$ cat src/rtl/wlo_sweep_pkg.sv
// Shared types and constants for the word-length sweep sequencer.
package wlo_sweep_pkg;

    localparam int unsigned SW_W  = 8;
    localparam int unsigned MSE_W = 64;

    localparam logic [SW_W-1:0] W_INIT_DEF = 8'h1E;

    typedef enum logic [2:0] {
        IDLE  = 3'd0,
        APPLY = 3'd1,
        SRST  = 3'd2,
        START = 3'd3,
        WAIT  = 3'd4,
        EVAL  = 3'd5,
        DONE  = 3'd6
    } state_t;

endpackage

$ cat src/rtl/wlo_sweep_sequencer_if.sv
// Signal bundle between the sweep sequencer, its controller and the emulation core.
// Optional trial counter port appears when WLO_SWEEP_TRIAL_CNT_EN is defined.
interface wlo_sweep_sequencer_if
    import wlo_sweep_pkg::*;
#(
    parameter int unsigned NUM_CHAN = 3
);

    logic                           go;
    logic [MSE_W-1:0]               threshold;
    logic [MSE_W-1:0]               mse_data;
    logic                           mse_valid;
    logic [NUM_CHAN-1:0][SW_W-1:0]  sw_frac;
    logic                           start;
    logic                           soft_rstn;
    logic                           busy;
    logic                           done;
    logic                           timeout_err;
`ifdef WLO_SWEEP_TRIAL_CNT_EN
    logic [15:0]                    trial_cnt;
`endif

    // Sequencer side
    modport master (
        input  go, threshold, mse_data, mse_valid,
`ifdef WLO_SWEEP_TRIAL_CNT_EN
        output trial_cnt,
`endif
        output sw_frac, start, soft_rstn, busy, done, timeout_err
    );

    // Controller / emulation-core side
    modport slave (
        output go, threshold, mse_data, mse_valid,
`ifdef WLO_SWEEP_TRIAL_CNT_EN
        input  trial_cnt,
`endif
        input  sw_frac, start, soft_rstn, busy, done, timeout_err
    );

endinterface

$ cat src/rtl/sweep_watchdog.sv
// Trial watchdog: reloads to TIMEOUT_CYC-1 on clear, counts down while enabled,
// and flags expiry when the count reaches zero (i.e. on the TIMEOUT_CYC-th enabled cycle).
module sweep_watchdog #(
    parameter int unsigned TIMEOUT_CYC = 1048576
) (
    input  logic clk,
    input  logic rst,
    input  logic clr,
    input  logic en,
    output logic expired
);

    localparam int unsigned    CntW   = $clog2(TIMEOUT_CYC);
    localparam logic [CntW-1:0] Reload = CntW'(TIMEOUT_CYC - 1);

    logic [CntW-1:0] cnt_q;

    // Down-counter; holds at zero so expiry stays asserted until the next clear
    always_ff @(posedge clk) begin
        if (rst || clr) begin
            cnt_q <= Reload;
        end else if (en && (cnt_q != '0)) begin
            cnt_q <= cnt_q - 1'b1;
        end
    end

    assign expired = (cnt_q == '0);

endmodule

$ cat src/rtl/wlo_sweep_sequencer.sv
// Greedy per-channel fraction-width sweep. Each trial trims one fraction bit, soft-resets
// and starts the emulation, then keeps or restores the width based on the returned MSE.
// Optional feature macro: WLO_SWEEP_TRIAL_CNT_EN (adds a saturating 16-bit trial counter).
module wlo_sweep_sequencer
    import wlo_sweep_pkg::*;
#(
    parameter int unsigned     NUM_CHAN    = 3,
    parameter logic [SW_W-1:0] W_INIT      = W_INIT_DEF,
    parameter logic [SW_W-1:0] W_MIN       = 8'h01,
    parameter int unsigned     TIMEOUT_CYC = 1048576
) (
    input  logic                  clk,
    input  logic                  rst,
    wlo_sweep_sequencer_if.master bus
);

    localparam int unsigned    ChW    = (NUM_CHAN > 1) ? $clog2(NUM_CHAN) : 1;
    localparam logic [ChW-1:0] LastCh = ChW'(NUM_CHAN - 1);
    // A zero width is never applied even if W_MIN is configured as zero
    localparam logic [SW_W-1:0] WFloor = (W_MIN == '0) ? SW_W'(1) : W_MIN;

    state_t                        state;
    logic [ChW-1:0]                ch;
    logic [NUM_CHAN-1:0][SW_W-1:0] sw_frac_q;
    logic [SW_W-1:0]               saved_q;
    logic [MSE_W-1:0]              thr_q;
    logic [MSE_W-1:0]              mse_q;
    logic                          timeout_err_q;
    logic                          wdog_expired;

    sweep_watchdog #(
        .TIMEOUT_CYC (TIMEOUT_CYC)
    ) u_wdog (
        .clk     (clk),
        .rst     (rst),
        .clr     (state == START),
        .en      (state == WAIT),
        .expired (wdog_expired)
    );

    // Sweep FSM: channel index, switch registers, saved width and captured operands
    always_ff @(posedge clk) begin
        if (rst) begin
            state         <= IDLE;
            ch            <= '0;
            sw_frac_q     <= {NUM_CHAN{W_INIT}};
            saved_q       <= W_INIT;
            thr_q         <= '0;
            mse_q         <= '0;
            timeout_err_q <= 1'b0;
        end else begin
            unique case (state)
                IDLE: begin
                    if (bus.go) begin
                        thr_q         <= bus.threshold;
                        sw_frac_q     <= {NUM_CHAN{W_INIT}};
                        ch            <= '0;
                        timeout_err_q <= 1'b0;
                        state         <= APPLY;
                    end
                end
                APPLY: begin
                    if (sw_frac_q[ch] <= WFloor) begin
                        if (ch == LastCh) begin
                            state <= DONE;
                        end else begin
                            ch <= ch + 1'b1;
                        end
                    end else begin
                        saved_q       <= sw_frac_q[ch];
                        sw_frac_q[ch] <= sw_frac_q[ch] - 1'b1;
                        state         <= SRST;
                    end
                end
                SRST:  state <= START;
                START: state <= WAIT;
                WAIT: begin
                    // A result on the expiry cycle still counts as a valid trial
                    if (bus.mse_valid) begin
                        mse_q <= bus.mse_data;
                        state <= EVAL;
                    end else if (wdog_expired) begin
                        sw_frac_q[ch] <= saved_q;
                        timeout_err_q <= 1'b1;
                        state         <= DONE;
                    end
                end
                EVAL: begin
                    if (mse_q <= thr_q) begin
                        state <= APPLY;
                    end else begin
                        sw_frac_q[ch] <= saved_q;
                        if (ch == LastCh) begin
                            state <= DONE;
                        end else begin
                            ch    <= ch + 1'b1;
                            state <= APPLY;
                        end
                    end
                end
                DONE:    state <= IDLE;
                default: state <= IDLE;
            endcase
        end
    end

`ifdef WLO_SWEEP_TRIAL_CNT_EN
    logic [15:0] trial_cnt_q;

    // Counts EVAL entries since the last accepted go; saturates
    always_ff @(posedge clk) begin
        if (rst) begin
            trial_cnt_q <= '0;
        end else if ((state == IDLE) && bus.go) begin
            trial_cnt_q <= '0;
        end else if ((state == EVAL) && (trial_cnt_q != 16'hFFFF)) begin
            trial_cnt_q <= trial_cnt_q + 1'b1;
        end
    end

    assign bus.trial_cnt = trial_cnt_q;
`endif

    assign bus.sw_frac     = sw_frac_q;
    assign bus.timeout_err = timeout_err_q;
    assign bus.start       = (state == START);
    assign bus.soft_rstn   = (state != SRST);
    assign bus.busy        = (state != IDLE);
    assign bus.done        = (state == DONE);

endmodule

$ cat src/flat_wrapper.sv
// flat-port wrapper written by rule: the top's interface ports become plain ports
module wlo_sweep_sequencer_flat import wlo_sweep_pkg::*;
#(
    parameter int unsigned     NUM_CHAN    = 3,
    parameter logic [SW_W-1:0] W_INIT      = W_INIT_DEF,
    parameter logic [SW_W-1:0] W_MIN       = 8'h01,
    parameter int unsigned     TIMEOUT_CYC = 1048576
)
  (clk, rst, bus_go, bus_threshold, bus_mse_data, bus_mse_valid, bus_sw_frac, bus_start, bus_soft_rstn, bus_busy, bus_done, bus_timeout_err);
  wlo_sweep_sequencer_if #(.NUM_CHAN(NUM_CHAN)) bus_i ();
  input  logic clk;
  input  logic rst;
  input wire logic [$bits(bus_i.go)-1:0] bus_go;
  input wire logic [$bits(bus_i.threshold)-1:0] bus_threshold;
  input wire logic [$bits(bus_i.mse_data)-1:0] bus_mse_data;
  input wire logic [$bits(bus_i.mse_valid)-1:0] bus_mse_valid;
  output wire logic [$bits(bus_i.sw_frac)-1:0] bus_sw_frac;
  output wire logic [$bits(bus_i.start)-1:0] bus_start;
  output wire logic [$bits(bus_i.soft_rstn)-1:0] bus_soft_rstn;
  output wire logic [$bits(bus_i.busy)-1:0] bus_busy;
  output wire logic [$bits(bus_i.done)-1:0] bus_done;
  output wire logic [$bits(bus_i.timeout_err)-1:0] bus_timeout_err;
  assign bus_i.go = bus_go;
  assign bus_i.threshold = bus_threshold;
  assign bus_i.mse_data = bus_mse_data;
  assign bus_i.mse_valid = bus_mse_valid;
  assign bus_sw_frac = bus_i.sw_frac;
  assign bus_start = bus_i.start;
  assign bus_soft_rstn = bus_i.soft_rstn;
  assign bus_busy = bus_i.busy;
  assign bus_done = bus_i.done;
  assign bus_timeout_err = bus_i.timeout_err;
  wlo_sweep_sequencer #(.NUM_CHAN(NUM_CHAN), .W_INIT(W_INIT), .W_MIN(W_MIN), .TIMEOUT_CYC(TIMEOUT_CYC)) u_core (.clk(clk), .rst(rst), .bus(bus_i));
endmodule
$ cat config.mk
export PLATFORM = sky130hd
export DESIGN_NAME = wlo_sweep_sequencer_flat
export DESIGN_NICKNAME = d
export VERILOG_FILES = /design/src/rtl/wlo_sweep_pkg.sv /design/src/rtl/wlo_sweep_sequencer_if.sv /design/src/rtl/sweep_watchdog.sv /design/src/rtl/wlo_sweep_sequencer.sv /design/src/flat_wrapper.sv
export SDC_FILE = /design/constraint.sdc
export NUM_CORES = 1
export LEC_CHECK = 0
export CORE_MARGIN = 2
export CORE_UTILIZATION = 30
export CTS_CLUSTER_DIAMETER = 60
export DETAILED_ROUTE_END_ITERATION = 8
export GPL_TIMING_DRIVEN = 0
export PLACE_DENSITY = 0.5
export SLEW_MARGIN = 30
export SYNTH_ARGS = -nofsm -noshare
export SYNTH_HDL_FRONTEND = slang
export SYNTH_SLANG_ARGS = --single-unit
$ cat constraint.sdc
create_clock -name clk -period 7.5 [get_ports clk]
set_clock_uncertainty 0.05 [all_clocks]
set_input_delay 1.125 -clock clk [delete_from_list [all_inputs] [get_ports clk]]
set_output_delay 1.125 -clock clk [all_outputs]
set_load 0.03 [all_outputs]
### Word-level counts from Yosys, hierarchy flattened

Cells that the tools add are included.

| operators by class | value |
|---|---|
| reduce and logical (&&, ||, !) cells | 17 |
| add/sub/neg operators | 3 |
| mux-type cells | 29 |
| bitwise logic cells | 1 |
| order comparisons | 4 |
| eq/ne operators | 16 |

Operators by type and width:

| cell | count |
|---|---|
| $mux W24 | 5 |
| $pmux W24 S4 | 1 |
| $le A64 B64 Y1 | 1 |
| $bwmux W24 | 2 |
| $mux W3 | 7 |
| $logic_not A20 Y1 | 1 |
| $reduce_bool A20 Y1 | 1 |
| $sub A20 B1 Y20 const B | 1 |
| $pmux W3 S6 | 1 |
| $bmux W8 S2 | 1 |
| $demux W8 S2 | 1 |
| $mux W8 | 2 |
| $eq A3 B3 Y1 const B | 3 |
| $le A8 B1 Y1 const B | 1 |
| $mux W2 | 4 |
| $ne A2 B2 Y1 const B | 4 |
| $reduce_and A4 Y1 | 2 |
| $sub A8 B1 Y8 const B | 1 |
| $eq A3 B2 Y1 const B | 2 |
| $ne A3 B2 Y1 const B | 2 |
| $pmux W2 S3 | 1 |
| $reduce_and A2 Y1 | 3 |
| $reduce_and A6 Y1 | 1 |
| $reduce_bool A3 Y1 | 2 |
| 16 further kinds | 20 |

| word-level totals | value |
|---|---|
| input port bits | 132 |
| logic and storage cells | 80 |
| register bits after elaboration | 186 |
| output and inout port bits | 29 |

### Depth between registers and ports, before layout

Gate-level depths: netlist (run 1).

| logic depth | value |
|---|---|
| word-level depth | 8 |
| gate-level depth with buffers | 14 |
| depth with buffers taken out | 11 |

### Hierarchy

Synthesis (run 1) repeated with hierarchy kept, for this count alone.

| unflattened totals | value |
|---|---|
| cells, all modules | 1174 |
| area total of the unflattened synthesis | 9262.6 um2 |

Modules (own cells, without submodules):

| module | times used | cells each | seq. area each (um2) | area an instance (um2) |
|---|---|---|---|---|
| wlo_sweep_sequencer | 1 | 1055 | 3323.2 | 8232.9 |
| sweep_watchdog | 1 | 119 | 400.4 | 1029.7 |

### Worst setup path before layout (run 1)

OpenSTA, ideal clock, no wires.

| path | value |
|---|---|
| kind | reg-to-reg |
| from | reg u_core.ch[0] |
| to | reg u_core.sw_frac_q, in the netlist u_core.bus.sw_frac[10] |
| path buffers | 3 |
| cell stages (with the launch flop) | 15 |
| setup time | 0.123 ns |
| data arrival time | 2.766 ns |
| required time | 7.327 ns |
| period minus slack after synthesis | 2.940 ns |
| setup slack | 4.560 ns |
| cells stage by stage | dfxtp_1 buf_2 mux2i_1 nor2_1 a21oi_1 inv_1 ha_1 nor2_1 nor4b_2 a221o_1 buf_6 inv_2 a31oi_2 buf_6 o32a_2 |

| on the way | value |
|---|---|
| cells in the longest elaborated chain, start to end | 8 |
| elaborated cells on any way between the ends | 18 |
| classes of those cells | 1 x add/sub; 3 x order compare; 1 x eq/ne; 11 x mux; 2 x reduce/logical |

Ends and longest elaborated chain:

| what | RTL line | source |
|---|---|---|
| start: declaration | wlo_sweep_sequencer.sv:23 | `logic [ChW-1:0] ch;` |
| start signal: assignment | wlo_sweep_sequencer.sv:67 | `ch <= ch + 1'b1;` |
| start signal: assignment | wlo_sweep_sequencer.sv:96 | `ch <= ch + 1'b1;` |
| parallel branches: the longest is 8 deep, another holds $sub A8 B1 Y8 | n/a |  |
| end signal: assignment | wlo_sweep_sequencer.sv:56 | `sw_frac_q <= {NUM_CHAN{W_INIT}};` |
| end signal: indexed assignment | wlo_sweep_sequencer.sv:83 | `sw_frac_q[ch] <= saved_q;` |
| end signal: indexed assignment | wlo_sweep_sequencer.sv:92 | `sw_frac_q[ch] <= saved_q;` |
| end: declaration | wlo_sweep_sequencer.sv:24 | `logic [NUM_CHAN-1:0][SW_W-1:0] sw_frac_q;` |

Parallel ways; which one is timed is not known. The select of a mux whose other input is x is not followed.
A chain may end at the register's enable or synchronous reset.

### Worst setup path after layout (run 1)

| path | value |
|---|---|
| from | reg u_core.ch[0] |
| to | reg u_core.sw_frac_q, in the netlist u_core.bus.sw_frac[15] |

The elaborated chain is that of the path after synthesis.

==> results.md, run 1 <==
* Outcome: finished, final reports clean
* Hold Path Sink: u_core.thr_q[11]
* FF-to-FF path depth at 13
* Endpoint of the worst-slack reg-to-reg timing path: u_core.bus.sw_frac[15]
* Clock-pin slew of the registers on the worst-case setup and hold paths at 0.08 ns
* Row count at 63
* Clock Sink Count at 186
* Die X-Extent at 178.2 um
* CTS Hold Buffers Added at 0
* Syn Nets at 1,363
* Leak pwr at 4.305 nW
* Critical path class: flip-flop to flip-flop
* Endpoints failing setup at 0
* Post_cts resized at 0
* RSZ-0062 raised after global routing: no
* H-tree depth at 4
* Slew Limit Fails at 0
* Antenna diodes at 0
* Data required time of the worst path at 7.79 ns
* Number of buffers added by the clock tree synthesis step at 17
* Top_reg_cell synth: dfxtp_1
* Max-cap check violation count at 0
* Buffers inserted by post-CTS timing repair at 0
* Ys Warns at 0
* Number of cells on the worst hold path at 2
* Clock tree from TritonCTS: yes
* Portion of the clock cycle consumed by the worst path in the final layout at 49.98%
* Data arrival time of the worst path at 4.03 ns
* Initial detailed-routing violation count at 473
* First drt pass iteration count at 5
* Global-route wire length before repair at 41.68 mm
* Clock network latency to the later pin of the worst-skew pair at 0.44 ns
* Placeable core region at 29,800 um^2
* Cell type contributing the most total cell area after synthesis: dfxtp_1
* Worst-case headroom to the max-slew limit at 39.53%
* Total overflow reported by the global router at 0
* Initial standard-cell utilization of the core at 30.55%
* Peak supply drop at 0.1452 mV
* Setup slack of the worst register-to-register path at 3.75 ns
* Share of layout cells above drive strength 1 at 4.952%
* Sum of net half-perimeters after detailed placement at 20.47 mm
* Kind of launch point of the worst setup path: flip-flop
* Sequential cell area at 3724 um^2
* Synth-to-Final Area Change at 29.44%
* Most area-consuming cells after synthesis: dfxtp_1, nand2_1, ha_1, a21oi_1, inv_1
* Worst Max-Slew Pin Slew at 0.9048 ns
* Flop and latch count out of synthesis at 186
* CTS Root Buffer Type: clkbuf_16
* Minimum period implied by the final worst setup slack at 3.748 ns
* Summed instance area of the synthesized netlist at 9104 um^2
* Routability-driven placement congestion ratio at 0.8136
* Largest fanout of any net on the critical path at 10
* Ports placed on the boundary at 161
* Combined area of the multi-input logic cells at 4818 um^2
* Crit path capture type: flip-flop
* Hold violation total from the final report at 0
* Largest net degree at the start of global routing at 20
* Average via count per standard cell at 4.735
* Via count of the first global-routing pass at 8,008
* Via count at 8,253
* Final-layout setup total negative slack at 0 ns
* Most common cell after layout, fill and taps aside: nand2_1
* Post-route DRC at 0
* Total power of the final layout at 2.407 mW
* Fraction of the yosys area taken by sequential cells at 40.90%
* Synthesized instance count at 1,161
* Die area at 31,760 um^2
* Number of enable flip-flop cells after synthesis at 0
* Hold_sp: u_core.thr_q[11]
* Proportion of register bits with asynchronous set or reset after synthesis at 0%
* Antenna violations before repair at 0
* Global Route Usage Sum at 16.76%
* Post-layout net count at 1,542
* Class of the tightest hold or removal check: flip-flop to flip-flop
* Final worst hold slack at 0.4055 ns
* Number of library cell types mapped by synthesis at 66
* Average detailed-routed wire length per instance at 15.28 um
* Detailed Route WL at 26.63 mm
* Upper clock frequency limit at 0.2668 GHz
* Share of the synthesized area in the top cell type at 40.90%
* Startpoint of the most critical setup path: u_core.ch[0]
* Antenna Violating Nets Remaining at 0
* Buffer depth of the longest clock path at 2
* Reg2reg start: u_core.ch[0]
* Average size of a mapped cell at 7.841 um^2
* Commonest cells after routing, fill and taps aside: nand2_1, dfxtp_1, a21oi_1
* Count of filler cells inserted in the layout at 3,182
* Die Y at 178.2 um
* Port-buffer cells at 160
* Power density over the cells at 204.3 nW/um^2
## area by class of cell
type                            instances  area share [%]
Multi-Input combinational cell        829           40.89
Inverter                               86           2.739
Clock buffer                           18           3.642
Timing Repair Buffer                  160           13.59
Clock inverter                         14           1.338
Buffer                                 60           2.060
Sequential cell                       186           31.60
Tap cell                              390           4.141
## per-layer routing
| layer | up-vias | wire [um] | track usage, % |
|---|---|---|---|
| met5 | - | 0 | 0 |
| met1 | 3784 | 13020 | 22.91 |
| met4 | 0 | 343 | 4.675 |
| met2 | 153 | 12190 | 27.52 |
| li1 | 4295 | - | - |
| met3 | 21 | 1080 | 2.408 |
## report_power, final
part	total (mW)	internal [mW]	switching (mW)
Sequential	1.06	1.03	0.0262
Clock	0.900	0.448	0.451
Combinational	0.449	0.187	0.262
Total	2.41	1.67	0.739
## through the flow
stage | worst slack (ns) | utilization, % | cell area, um^2 | std cells
after detailed placement | 3.795 | 37.58 | 11200 | 1711
after global placement | 3.740 | 37.57 | 11190 | 1711
after global routing | 3.519 | 39.55 | 11780 | 1743
after floorplan | 4.560 | - | 9104 | 1161
after CTS | 3.758 | 39.55 | 11780 | 1743
final | 3.752 | 39.55 | 11780 | 1743
## worst max path at each step
| stage | end | cells past startpoint |
|---|---|---|
| after floorplan | u_core.bus.sw_frac[10] | 14 |
| after global placement | u_core.mse_q[17] | 6 |
| after detailed placement | u_core.bus.sw_frac[15] | 13 |
| after CTS | u_core.bus.sw_frac[15] | 13 |
| after global routing | u_core.bus.sw_frac[13] | 13 |
| final | u_core.bus.sw_frac[15] | 13 |
## cells by family after synthesis
group           count (synthesis)  share of synthesized area (%)
simple gates                  468                          22.76
compound gates                261                          17.48
flops                         186                          40.90
buf+inv                       146                          6.212
fa+ha+maj                      70                          9.621
xor+xnor                       21                          2.020
mux                             9                          1.003
## synthesized netlist by cell type (all sizes together) (5+ instances only)
library cell / number
a211oi: 5
a21oi: 164
a221oi: 6
a22oi: 6
buf: 11
clkbuf: 49
dfxtp: 186
ha: 70
inv: 85
mux2i: 8
nand2: 318
nand2b: 11
nand3: 11
nand3b: 6
nand4: 14
nor2: 43
nor3: 25
nor4: 9
o21ai: 27
o2bb2ai: 5
o32a: 12
o32ai: 9
or3: 7
or4: 5
xnor2: 13
xor2: 8
## registers in the layout, summed over array words and instances, names as in the netlist
name,flops
u_core.thr_q,64
u_core.bus.sw_frac,24
u_core.u_wdog.cnt_q,20
u_core.saved_q,8
u_core.mse_q,64
u_core.ch,2
u_core.bus.timeout_err,1
u_core.state,3
## critical path: stages (launching register included)
cell,delay [ns]
dfxtp_1,0.45
buf_2,0.34
mux2i_1,0.27
nor2_1,0.06
a21oi_1,0.43
inv_1,0.13
ha_1,0.23
nor2_1,0.13
nor4b_2,0.09
a221o_1,0.42
buf_6,0.15
a211oi_1,0.62
nor3_1,0.11
o32ai_1,0.15
No activity file was read; power rests on OpenSTA's default activity.
==> run 2: changes to the inputs <==
--- a/config.mk
+++ b/config.mk
@@ -10,7 +10,7 @@
 export CTS_CLUSTER_DIAMETER = 60
 export DETAILED_ROUTE_END_ITERATION = 8
 export GPL_TIMING_DRIVEN = 0
-export PLACE_DENSITY = 0.5
+export PLACE_DENSITY = 0.52
 export SLEW_MARGIN = 30
 export SYNTH_ARGS = -nofsm -noshare
 export SYNTH_HDL_FRONTEND = slang
==> constraint.sdc (replaced) <==
create_clock -name clk -period 3.4 [get_ports clk]
set_clock_uncertainty 0.05 [all_clocks]
set_input_delay 0.51 -clock clk [delete_from_list [all_inputs] [get_ports clk]]
set_output_delay 0.51 -clock clk [all_outputs]
set_load 0.03 [all_outputs]
==> run 2 against run 1 <==
  * Final area grew 0.61%
  * Register-to-register slack lost 3.6 ns
  * Cell count is essentially flat
  * Worst setup slack lost 3.6 ns
  * Total power grew 120%
  * Fmax grew 16%
==> results.md, run 2 (same netlist as run 1, synthesis figures left out) <==
* Outcome: finished, final reports clean
* Class of the tightest hold or removal check: flip-flop to flip-flop
* CTS Hold Buffers Added at 0 (unchanged)
* Average detailed-routed wire length per instance at 15.19 um (-0.62%)
* Minimum period implied by the final worst setup slack at 3.229 ns (-0.5190 ns)
* Antenna Violating Nets Remaining at 0 (unchanged)
* Hold_sp: u_core.thr_q[58]
* Port-buffer cells at 160 (unchanged)
* Sequential power share at 44.0% (about the same)
* Via count of the first global-routing pass at 8,082 (+0.92%)
* Reg2reg start: u_core.ch[0]
* Synth-to-Final Area Change at 30.22%
* H-tree depth at 4 (unchanged)
* RSZ-0062 raised after global routing: no
* Clock network latency to the later pin of the worst-skew pair at 0.43 ns (about the same)
* Clock Sink Count at 186 (unchanged)
* Count of filler cells inserted in the layout at 3,117 (-2.0%)
* Initial standard-cell utilization of the core at 30.55% (unchanged)
* CTS Root Buffer Type: clkbuf_16
* Portion of the clock cycle consumed by the worst path in the final layout at 94.98% (+45 points)
* Die Y at 178.2 um (unchanged)
* Die area at 31,760 um^2 (unchanged)
* Critical path class: flip-flop to flip-flop
* Detailed Route WL at 26.48 mm (-0.56%)
* Post-route DRC at 0 (unchanged)
* Worst Max-Slew Pin Slew at 0.9218 ns (+0.01695 ns)
* Share of layout cells above drive strength 1 at 6.056% (+1.1 points)
* Clock tree from TritonCTS: yes
* Most common cell after layout, fill and taps aside: nand2_1
* Setup slack of the worst register-to-register path at 0.17 ns (-3.58 ns)
* Largest net degree at the start of global routing at 19 (-5.0%)
* Commonest cells after routing, fill and taps aside: nand2_1, dfxtp_1, a21oi_1
* Row count at 63 (unchanged)
* First drt pass iteration count at 4 (-1)
* Placeable core region at 29,800 um^2 (unchanged)
* Sum of net half-perimeters after detailed placement at 20.20 mm (-1.3%)
* Buffer depth of the longest clock path at 2 (unchanged)
* Data required time of the worst path at 3.67 ns (-4.12 ns)
* Worst-case headroom to the max-slew limit at 38.55% (-0.98 points)
* Endpoint of the worst-slack reg-to-reg timing path: u_core.bus.sw_frac[11]
* Antenna violations before repair at 1 (+1)
* Internal power at 3.688 mW (+120%)
* Largest fanout of any net on the critical path at 10 (unchanged)
* Data arrival time of the worst path at 3.50 ns (-0.53 ns)
* Die X-Extent at 178.2 um (unchanged)
* Routability-driven placement congestion ratio at 0.8263 (+1.6%)
* Number of buffers added by the clock tree synthesis step at 17 (unchanged)
* Switching fraction of total power at 30.41% (-0.30 points)
* Clock Power Share at 36.9% (-0.5 points)
* Endpoints failing setup at 0 (unchanged)
* Max-cap check violation count at 0 (unchanged)
* Post-layout net count at 1,543 (+0.065%)
* Global-route wire length before repair at 42.08 mm (+0.96%)
* Initial detailed-routing violation count at 423 (-11%)
* Post-place setup slack at -0.3562 ns (-4.151 ns)
* Number of cells on the worst hold path at 2 (unchanged)
* FF-to-FF path depth at 14 (+1)
* Final worst hold slack at 0.4018 ns (-0.003671 ns)
* Power density over the cells at 447.0 nW/um^2 (+120%)
* Final critical-path setup slack at 0.1707 ns (-3.581 ns)
* Net Switching at 1.612 mW (+120%)
* Antenna diodes at 0 (unchanged)
* Slew Limit Fails at 0 (unchanged)
* Hold violation total from the final report at 0 (unchanged)
* Hold Path Sink: u_core.thr_q[58]
* Crit path capture type: flip-flop
* Filler-free cell count of the finished design at 1,744 (+0.057%)
* Ports placed on the boundary at 161 (unchanged)
* Via count at 8,194 (-0.71%)
* Share of total power in combinational logic at 19.0% (+0.3 points)
* Kind of launch point of the worst setup path: flip-flop
* Upper clock frequency limit at 0.3097 GHz (+16%)
* Number of placed instances with taps included at 1,711 (unchanged)
* Average via count per standard cell at 4.698 (-0.77%)
* Final-layout setup total negative slack at 0 ns (unchanged)
* Total overflow reported by the global router at 0 (unchanged)
* Leak pwr at 4.312 nW (+0.17%)
* Clock-pin slew of the registers on the worst-case setup and hold paths at 0.08 ns (about the same)
* Peak supply drop at 0.3006 mV (+110%)
* Global Route Usage Sum at 16.83% (+0.071 points)
run 2: changes by cell type in the layout (fill, tap and decap cells not counted), sizes merged:
| cell | delta |
|---|---|
| clkbuf | -1 |
| inv | -3 |
| clkinvlp | +3 |
| buf | +2 |
run 2: per-stage QoR:
stage | utilization (%) | instance area (um^2) | power (mW)
after detailed placement | 37.58 | 11200 | 3.377
after global placement | 37.57 | 11190 | 3.369
final | 39.79 | 11860 | 5.300
after floorplan | - | 9104 | 2.967
after CTS | 39.73 | 11840 | 5.350
after global routing | 39.79 | 11860 | 5.572
run 2: layout make-up:
type | instances | area (um^2) | area share [%]
Clock inverter | 14 | 133.9 | 1.129
Timing Repair Buffer | 162 | 1617 | 13.64
Multi-Input combinational cell | 829 | 4883 | 41.19
Buffer | 59 | 246.5 | 2.079
Clock buffer | 18 | 439.2 | 3.704
Tap cell | 390 | 488.0 | 4.116
Inverter | 86 | 322.8 | 2.723
Sequential cell | 186 | 3725 | 31.42
run 2: worst max-delay path by stage:
| stage | depth (start not counted) | start | endpoint | slack (ns) |
|---|---|---|---|---|
| finish | 14 | u_core.ch[0] | u_core.bus.sw_frac[11] | 0.17 |
| global route | 8 | u_core.state[2] | u_core.mse_q[19] | 0.0002 |
| CTS | 11 | u_core.thr_q[57] | u_core.ch[1] | 0.0003 |
| detailed placement | 11 | u_core.thr_q[19] | u_core.ch[0] | -0.36 |
| global placement | 11 | u_core.ch[0] | u_core.bus.sw_frac[13] | -0.33 |
| floorplan | 14 | u_core.ch[0] | u_core.bus.sw_frac[10] | 0.46 |
run 2: repair_timing:
item | 4_1_cts | 5_1_grt
endpoints found under the hold margin | 0 | 0
buffers inserted | 2 | 0
endpoints found under the setup margin | 26 | 26
gates resized for setup | 10 | 7
run 2: routing by layer:
layer | global-route usage [%] | wire length (um)
met5 | 0 | 11
met4 | 4.065 | 336
met3 | 2.813 | 1061
met2 | 27.60 | 12110
met1 | 23.03 | 12970
run 2: worst max-delay path, cell delays in order (launching register included):
cell and delay [ns]:
dfxtp_2 0.40, buf_6 0.20, mux2i_1 0.23, nor2_1 0.07
a21oi_2 0.23, inv_1 0.10, ha_1 0.21, nor2_1 0.19
nor4b_4 0.09, a221o_1 0.40, buf_6 0.15, inv_2 0.05
a31oi_2 0.17, buf_6 0.20, o32a_2 0.37
run 2: power by group through the flow:
stage,logic (mW),registers (mW),clock network [mW]
global route,1.12,2.35,2.10
detailed placement,0.993,2.38,0
finish,1.01,2.33,1.96
CTS,1.01,2.33,2.00
floorplan,0.580,2.39,0
global placement,0.987,2.38,0
==> run 3: changes to the inputs <==
--- a/config.mk
+++ b/config.mk
@@ -8,10 +8,11 @@
 export CORE_MARGIN = 2
 export CORE_UTILIZATION = 30
 export CTS_CLUSTER_DIAMETER = 60
+export CTS_CLUSTER_SIZE = 30
 export DETAILED_ROUTE_END_ITERATION = 8
 export GPL_TIMING_DRIVEN = 0
 export PLACE_DENSITY = 0.52
-export SLEW_MARGIN = 30
+export SLEW_MARGIN = 20
 export SYNTH_ARGS = -nofsm -noshare
 export SYNTH_HDL_FRONTEND = slang
 export SYNTH_SLANG_ARGS = --single-unit
==> results of run 3 <==
Final layout, timing and power as in run 2 (identical DEF).
